[config.mk]
export PLATFORM = sky130hd
export DESIGN_NAME = mutex_lock_sequencer
export DESIGN_NICKNAME = d
export VERILOG_FILES = /design/src/rtl/mutex_lock_sequencer.sv
export SDC_FILE = /design/constraint.sdc
export NUM_CORES = 1
export LEC_CHECK = 0
export BUFFER_PORTS_ARGS = -buffer_cell sky130_fd_sc_hd__buf_2
export CORE_ASPECT_RATIO = 1.2
export CORE_UTILIZATION = 58
export CTS_BUF_LIST = sky130_fd_sc_hd__clkbuf_8
export CTS_CLUSTER_DIAMETER = 50
export DETAILED_ROUTE_END_ITERATION = 10
export PLACE_DENSITY = 0.88
export SYNTH_ARGS = -nofsm -noshare
export SYNTH_HDL_FRONTEND = slang
export SYNTH_SLANG_ARGS = --single-unit
[constraint.sdc]
create_clock -name clk -period 3.02 [get_ports clk]
set_input_delay 0 -clock clk [delete_from_list [all_inputs] [get_ports clk]]
set_output_delay 0 -clock clk [all_outputs]
set_load 0.02 [all_outputs]
[src/rtl/mutex_lock_sequencer.sv]
// mutex_lock_sequencer: round-robin arbiter running the Avalon hardware-mutex acquire/retry/release sequence.
// Define MUTEX_LOCK_SEQ_BACKOFF_EN for exponential retry backoff (2^k cycles, k saturating at BACKOFF_LOG).
module mutex_lock_sequencer #(
    parameter int          NUM_REQ     = 4,
    parameter logic [15:0] OWNER_BASE  = 16'h0001,
    parameter logic [15:0] LOCK_VALUE  = 16'h0001,
    parameter int          BACKOFF_LOG = 3
) (
    input  logic               clk,
    input  logic               reset,
    input  logic [NUM_REQ-1:0] req,
    input  logic [NUM_REQ-1:0] release_req,
    output logic [NUM_REQ-1:0] grant,
    output logic               acq_fail,
    output logic               busy,
    output logic               m_address,
    output logic               m_chipselect,
    output logic               m_write,
    output logic               m_read,
    output logic [31:0]        m_writedata,
    input  logic [31:0]        m_readdata,
    input  logic               m_waitrequest
);
    localparam int SW = $clog2(NUM_REQ);
    localparam int IW = SW + 1;
    localparam logic [SW-1:0] SEL_LAST = SW'(NUM_REQ - 1);

    typedef enum logic [2:0] {IDLE, ACQ_WR, ACQ_RD, CHECK, BACKOFF, HOLD, REL_WR} state_t;

    state_t        state;
    logic [SW-1:0] rr_ptr, sel, pick;
    logic [IW-1:0] idx;
    logic [15:0]   owner;
    logic [31:0]   rdata;
    logic          retry;

    if (NUM_REQ < 2 || NUM_REQ > 8 || BACKOFF_LOG < 1 || OWNER_BASE == 16'h0 || LOCK_VALUE == 16'h0) begin : g_param_check
        $error("mutex_lock_sequencer: illegal parameter value");
    end

    assign m_address = 1'b0;

    // Scan from the highest offset down so the lowest offset at/after rr_ptr wins.
    always_comb begin
        pick = '0;
        idx  = '0;
        for (int i = NUM_REQ - 1; i >= 0; i--) begin
            idx = {1'b0, rr_ptr} + IW'(i);
            idx = idx >= IW'(NUM_REQ) ? idx - IW'(NUM_REQ) : idx;
            if (req[idx[SW-1:0]]) pick = idx[SW-1:0];
        end
    end

`ifdef MUTEX_LOCK_SEQ_BACKOFF_EN
    localparam int KW = $clog2(BACKOFF_LOG + 1);
    localparam logic [BACKOFF_LOG-1:0] CNT_ONE = 1;
    logic [KW-1:0]          bo_exp;
    logic [BACKOFF_LOG-1:0] bo_cnt;

    assign retry = bo_cnt == '0;

    // Loading (1 << k) - 1 wraps to all-ones when k == BACKOFF_LOG, giving the 2^BACKOFF_LOG cap.
    always_ff @(posedge clk or posedge reset) begin
        if (reset) begin
            bo_exp <= '0;
            bo_cnt <= '0;
        end else if (state == IDLE) begin
            bo_exp <= '0;
            bo_cnt <= '0;
        end else if (state == CHECK) begin
            bo_cnt <= (CNT_ONE << bo_exp) - CNT_ONE;
            bo_exp <= bo_exp == KW'(BACKOFF_LOG) ? bo_exp : bo_exp + KW'(1);
        end else if (state == BACKOFF && !retry) begin
            bo_cnt <= bo_cnt - CNT_ONE;
        end
    end
`else
    assign retry = 1'b1;
`endif

    always_ff @(posedge clk or posedge reset) begin
        if (reset) begin
            state        <= IDLE;
            rr_ptr       <= '0;
            sel          <= '0;
            owner        <= '0;
            rdata        <= '0;
            grant        <= '0;
            acq_fail     <= 1'b0;
            busy         <= 1'b0;
            m_chipselect <= 1'b0;
            m_write      <= 1'b0;
            m_read       <= 1'b0;
            m_writedata  <= '0;
        end else begin
            acq_fail <= 1'b0;
            case (state)
                IDLE: if (|req) begin
                    sel          <= pick;
                    owner        <= OWNER_BASE + 16'(pick);
                    m_writedata  <= {OWNER_BASE + 16'(pick), LOCK_VALUE};
                    m_chipselect <= 1'b1;
                    m_write      <= 1'b1;
                    busy         <= 1'b1;
                    state        <= ACQ_WR;
                end
                ACQ_WR: if (!m_waitrequest) begin
                    m_write     <= 1'b0;
                    m_writedata <= '0;
                    m_read      <= 1'b1;
                    state       <= ACQ_RD;
                end
                ACQ_RD: if (!m_waitrequest) begin
                    rdata        <= m_readdata;
                    m_read       <= 1'b0;
                    m_chipselect <= 1'b0;
                    state        <= CHECK;
                end
                CHECK: if (rdata == {owner, LOCK_VALUE}) begin
                    grant <= NUM_REQ'(1) << sel;
                    state <= HOLD;
                end else begin
                    acq_fail <= 1'b1;
                    state    <= BACKOFF;
                end
                BACKOFF: if (!req[sel]) begin
                    busy  <= 1'b0;
                    state <= IDLE;
                end else if (retry) begin
                    m_writedata  <= {owner, LOCK_VALUE};
                    m_chipselect <= 1'b1;
                    m_write      <= 1'b1;
                    state        <= ACQ_WR;
                end
                HOLD: if (release_req[sel] || !req[sel]) begin
                    grant        <= '0;
                    m_writedata  <= {owner, 16'h0000};
                    m_chipselect <= 1'b1;
                    m_write      <= 1'b1;
                    state        <= REL_WR;
                end
                REL_WR: if (!m_waitrequest) begin
                    m_writedata  <= '0;
                    m_chipselect <= 1'b0;
                    m_write      <= 1'b0;
                    busy         <= 1'b0;
                    rr_ptr       <= sel == SEL_LAST ? '0 : sel + SW'(1);
                    state        <= IDLE;
                end
                default: state <= IDLE;
            endcase
        end
    end
endmodule
==> key figures, run 1 <==
Layout
  • Final Non-Filler Cells: 397
  • Diodes inserted: 0
  • Fin util: 0.748
  • Area delta synth->final: 21.8%
  • Fillers: 318
  • Multi-input logic area: 1300 um^2
  • Nets: 386
  • Most frequent cells in the layout: 55 x dfrtp_1, 55 x buf_2, 34 x mux2_2
  • Share of cells above drive strength 1: 0.336
  • Register area: 1380 um^2

Logic synthesis
  • Seq/Total Area, Yosys: 0.478
  • Avg Inst Size Synth: 11.4 um^2
  • #FFs+latches synth: 55
  • Synth warnings: 0
  • Post-Synthesis Cells: 252
  • Netlist cell types: 45
  • Post-synth ARST share: 1.00
  • Main synth FF type: dfrtp_1
  • Post-synth EDFFs: 0
  • Synth Cell Area: 2880 um^2

Floorplan
  • Row cnt: 27
  • DIE AREA: 5260 um^2
  • Chip width: 66.3 um
  • Boundary Pins: 85
  • Core Region: 4700 um^2
  • Initial Util: 0.614
  • Die height: 79.2 um

Run
  • Max Cap Viol: 0

Timing
  • Final Setup Violations: 0
  • Min cycle time layout: 2.21 ns
  • Slew HR: 0.480
  • Final Max Tran Viols: 0
  • Fin crit share: 0.731
  • Max Fclk: 0.453 GHz
  • Layout Skew: 0.0155 ns
  • Fin Setup TNS: 0 ns
  • Hold Slack: 0.105 ns
  • Worst Setup Slack, final: 0.812 ns
  • RSZ-0062 raised after global routing: false
  • Slew @ Worst Pin: 0.774 ns
  • Final hold vios: 0

Global route
  • Vias in the first global route: 2,148
  • GRT Overall Usage: 0.259
  • GRT overflow: 0
  • First-pass GRT wire length: 10,000 um
  • Largest net degree at the start of global routing: 33
  • Initial antenna violation count: 0

Route
  • Via density: 5.39
  • Routed wire per std cell: 15.2 um
  • Pre-antenna DRT Iters: 6
  • ANT nets after route: 0
  • Via count: 2,139
  • Drc violations: 0
  • Detailed Route Iter0 Violations: 161
  • Final WL: 6030 um

Worst setup path
  • CP max FO: 32
  • Worst setup SP type: register
  • Slowest stage cell, crit path: dfrtp_1
  • Worst setup EP type: register
  • CP arrival: 2.39 ns
  • Setup CP Type: reg -> reg
  • Crit-path max cell delay: 0.69 ns
  • Crit path required time: 3.21 ns
  • Crit path cell chain: inv_1, nor4_4, buf_4, mux2_2

Pwr
  • Leakage: 1.66 nW
  • Power Density: 902 nW/um^2
  • Peak VDD IR: 0.600 mV

Clock network
  • CTS resizes: 0
  • Clk slew on worst S/H paths: 0.10 ns
  • Clock buffer depth: 2
  • Htree depth: 2
  • Clk root buf: clkbuf_8
  • Worst skew pair latency: 0.31 ns
  • CTS Buf Count: 5
  • Clk sinks: 55
  • TritonCTS clock tree: built

Place
  • # placed instances: 356
  • DPL Wire Length: 3640 um
  • Port Buffer Count: 55
  • Worst slack at placement: 0.864 ns
  • Placer Congestion: 0.844

Outcome
  • Outcome: finished clean

Worst hold path
  • HP Class: in -> reg
## sequential cells by signal (all words and copies together) (netlist names), 2 cells and up
register / count
grant: 4
m_writedata: 4
owner: 3
rdata: 32
rr_ptr: 2
sel: 2
state: 3
## worst max-delay path, delay by kind of cell, from the launching register on
family,cells,cell delay [ns]
mux,1,0.40
flops,1,0.69
buf+inv,2,0.69
simple gates,1,0.29
## through the flow
| step | power (mW) | area [um^2] |
|---|---|---|
| after CTS | 3.14 | 3510 |
| after floorplan | 2.43 | 2990 |
| after global routing | 3.39 | 3510 |
| final | 3.17 | 3510 |
| after global placement | 2.65 | 3100 |
| after detailed placement | 2.71 | 3100 |
## synthesized netlist by cell type (2+ instances only)
cell	number	area [um^2]
a211oi_1	3	22.5
a21o_1	2	15.0
a21oi_1	11	55.1
a22o_1	2	17.5
buf_1	2	7.51
buf_2	5	25.0
buf_4	29	218
clkbuf_1	3	11.3
dfrtp_1	55	1380
ha_1	5	62.6
inv_1	14	52.6
mux2_1	3	33.8
mux2_2	34	383
mux2_4	3	45.0
mux2i_1	5	50.1
mux4_2	2	45.0
nand2_1	14	52.6
nand3b_1	2	15.0
nand4_1	3	18.8
nor2_1	8	30.0
nor3_1	5	25.0
nor4_1	6	37.5
nor4_2	2	25.0
o21a_1	2	15.0
o21ai_0	9	45.0
or2_2	2	12.5
xnor2_1	3	26.3
## metal layers
metal / global-route usage / part of all wire / wire, um
met5: 0 / 0 / 0
met1: 0.285 / 0.38 / 2270
met3: 0.0675 / 0.056 / 339
met4: 0.0787 / 0.020 / 122
met2: 0.477 / 0.55 / 3300
## path summary, 6_finish.rpt
check                         startpoint        end  slack, ns  cells after the start
setup / recovery                state[1]  rdata[17]       0.81                      4
setup reg to reg                state[1]  rdata[17]       0.81                      4
hold / removal             m_waitrequest     m_read       0.10                      3
min in group asynchronous          reset  rdata[29]       0.32                      3
hold reg to reg                     busy       busy       0.48                      1
max in group asynchronous          reset  rdata[23]       1.92                      4
## report_power, final
group | total [mW] | switching [mW] | internal (mW)
clock network | 0.396 | 0.237 | 0.160
registers | 1.43 | 0.328 | 1.10
logic | 1.34 | 0.652 | 0.690
## what timing repair did
action,CTS,global route
endpoints found under the hold margin,63,0
hold buffers,33,0
buffers inserted,0,0
## area by class of cell
class,count,share of cell area
well taps,58,0.0207
repair buffers,90,0.177
clock buffers,5,0.0196
multi-input cells,171,0.371
flip-flops and latches,55,0.392
clock inverters,3,0.00428
inverters,15,0.0160
## logic make-up (layout without fill, tap and decap cells)
group | Yosys count | count (layout) | share of synthesized area
compound gates | 40 | 40 | 0.100
simple gates | 47 | 47 | 0.0864
fa+ha+maj | 5 | 5 | 0.0217
buf+inv | 54 | 113 | 0.110
other cells | 1 | 29 | 0.00130
xor+xnor | 3 | 3 | 0.00912
mux | 47 | 47 | 0.193
flops | 55 | 55 | 0.478
Power figures use the tool's default switching activity.
==> run 2, diff against run 1 <==
--- a/config.mk
+++ b/config.mk
@@ -7,11 +7,11 @@
 export LEC_CHECK = 0
 export BUFFER_PORTS_ARGS = -buffer_cell sky130_fd_sc_hd__buf_2
 export CORE_ASPECT_RATIO = 1.2
-export CORE_UTILIZATION = 58
+export CORE_UTILIZATION = 48
 export CTS_BUF_LIST = sky130_fd_sc_hd__clkbuf_8
 export CTS_CLUSTER_DIAMETER = 50
 export DETAILED_ROUTE_END_ITERATION = 10
-export PLACE_DENSITY = 0.88
+export PLACE_DENSITY = 0.78
 export SYNTH_ARGS = -nofsm -noshare
 export SYNTH_HDL_FRONTEND = slang
 export SYNTH_SLANG_ARGS = --single-unit
==> constraint.sdc (replaced) <==
create_clock -name clk -period 1.85 [get_ports clk]
set_input_delay 0 -clock clk [delete_from_list [all_inputs] [get_ports clk]]
set_output_delay 0 -clock clk [all_outputs]
set_load 0.02 [all_outputs]
==> key figures, run 2 (synthesis gave the netlist of run 1 again) <==
Pwr
  • Comb pwr share: 0.473
  • Switch share: 0.378
  • Power Density: 1470 nW/um^2
  • Tot Pwr: 5.47 mW
  • Seq pwr share: 0.401
  • Psw: 2.07 mW
  • Pint: 3.40 mW
  • Clock network fraction of design power: 0.126
  • Peak VDD IR: 0.945 mV
  • Leakage: 1.75 nW

Floorplan
  • Initial Util: 0.505
  • Boundary Pins: 85
  • Row cnt: 30
  • Die height: 86.9 um
  • DIE AREA: 6320 um^2
  • Core Region: 5710 um^2
  • Chip width: 72.7 um

Clock network
  • Clock buffer depth: 2
  • Clk slew on worst S/H paths: 0.11 ns
  • Worst skew pair latency: 0.31 ns
  • CTS Buf Count: 5
  • Htree depth: 2
  • Clk sinks: 55
  • TritonCTS clock tree: built
  • Clk root buf: clkbuf_8

Layout
  • Multi-input logic area: 1330 um^2
  • Most common cell after layout, fill and taps aside: buf_2
  • Top reg by flops: rdata
  • Most frequent cells in the layout: 55 x buf_2, 54 x dfrtp_1, 34 x mux2_2
  • Area delta synth->final: 29.2%
  • Register area: 1380 um^2
  • Share of cells above drive strength 1: 0.381
  • Max FFs per register: 32
  • Diodes inserted: 0
  • Fillers: 455
  • Top flop regs: rdata (32), grant (4), m_writedata (4)
  • Final Non-Filler Cells: 437
  • Nets: 404

Worst setup path
  • R2R depth: 5
  • Slowest stage cell, crit path: mux4_2
  • Crit path required time: 2.06 ns
  • Crit path cell chain: mux4_2, nand3b_1, a2bb2oi_4, a21oi_4, mux2_4
  • Setup CP Type: reg -> reg
  • Crit-path max cell delay: 0.51 ns
  • Worst setup EP type: register
  • Worst Path Buf+Inv: 0
  • Largest delay share family, worst path: multiplexers
  • CP arrival: 2.07 ns
  • CP max FO: 4
  • Critical path depth: 5
  • Worst setup SP type: register

Place
  • # placed instances: 396
  • DPL Wire Length: 4230 um
  • Port Buffer Count: 55
  • Placer Congestion: 0.818

Global route
  • GRT Overall Usage: 0.212
  • Vias in the first global route: 2,242
  • GRT overflow: 0
  • First-pass GRT wire length: 10,200 um
  • Largest net degree at the start of global routing: 33
  • Initial antenna violation count: 0

Timing
  • Max Fclk: 0.538 GHz
  • Final Max Tran Viols: 0
  • Slew @ Worst Pin: 0.502 ns
  • Final Setup Violations: 3
  • Fin crit share: 1.00
  • Slew HR: 0.665
  • Min cycle time layout: 1.86 ns
  • RSZ-0062 raised after global routing: true
  • Final hold vios: 0
  • Layout Skew: 0.0108 ns
  • Worst Setup Slack, final: -0.00850 ns

Route
  • Via density: 4.93
  • Final WL: 6040 um
  • Routed wire per std cell: 13.8 um
  • Drc violations: 0
  • Via count: 2,154
  • Pre-antenna DRT Iters: 4
  • ANT nets after route: 0
  • Detailed Route Iter0 Violations: 107

Outcome
  • Outcome: finished, violations left
  • Violated checks: setup timing

Worst hold path
  • Hold Path Stages: 3
  • HP Class: in -> reg

Run
  • Max Cap Viol: 0
[run 2: worst paths after layout]
| path | from | end | slack (ns) |
|---|---|---|---|
| setup / recovery | sel[0] | m_writedata[16] | -0.008 |
| setup reg to reg | sel[0] | m_writedata[16] | -0.008 |
| hold / removal | m_waitrequest | m_read | 0.08 |
| max in group asynchronous | reset | rdata[18] | 0.98 |
| min in group asynchronous | reset | m_read | 0.25 |
| hold reg to reg | rdata[5] | rdata[5] | 0.50 |
[run 2: final cells by class]
cell class | instances | area share
Clock buffer | 5 | 0.0185
Clock inverter | 3 | 0.00639
Inverter | 15 | 0.0151
Multi-Input combinational cell | 171 | 0.357
Sequential cell | 55 | 0.370
Tap cell | 80 | 0.0269
Timing Repair Buffer | 108 | 0.206
[run 2: stage by stage]
| step | utilization | area (um^2) | setup TNS [ns] | hold WS [ns] | setup WS, ns |
|---|---|---|---|---|---|
| global placement | 0.575 | 3280 | 0 | 0.0531 | 0.0183 |
| finish | 0.652 | 3720 | -0.0185 | 0.0846 | -0.00850 |
| floorplan | - | 2990 | -0.0346 | 0.135 | -0.0115 |
| global route | 0.652 | 3720 | -0.328 | 0.109 | -0.108 |
| detailed placement | 0.575 | 3280 | -0.0671 | 0.0617 | -0.0269 |
| CTS | 0.652 | 3720 | -0.0446 | 0.0728 | -0.0225 |
[run 2: timing repair]
action | 4_1_cts | 5_1_grt
hold buffers | 33 | 0
endpoints found under the hold margin | 54 | 0
pin swaps | 6 | 3
buffers inserted | 0 | 0
endpoints found under the setup margin | 3 | 9
gates resized for setup | 2 | 1
[run 2: worst reg2reg max path, stage by stage (launching register included)]
cell and delay, ns:
dfrtp_2 0.41, mux4_2 0.51, nand3b_1 0.24, a2bb2oi_4 0.19
a21oi_4 0.09, mux2_4 0.31
[run 2: routing by layer]
metal | up-vias | track usage | routed length (um)
met5 | - | 0 | 0
met4 | 0 | 0.0713 | 130
met3 | 14 | 0.0451 | 285
met2 | 68 | 0.381 | 3240
met1 | 1041 | 0.248 | 2380
li1 | 1031 | - | -
[run 2: power by group through the flow]
| stage | logic, mW | registers [mW] | clock network (mW) |
|---|---|---|---|
| after detailed placement | 2.50 | 2.22 | 0 |
| final | 2.59 | 2.20 | 0.690 |
| after CTS | 2.59 | 2.20 | 0.705 |
| after global routing | 2.84 | 2.28 | 0.744 |
| after global placement | 2.42 | 2.18 | 0 |
| after floorplan | 1.71 | 2.27 | 0 |
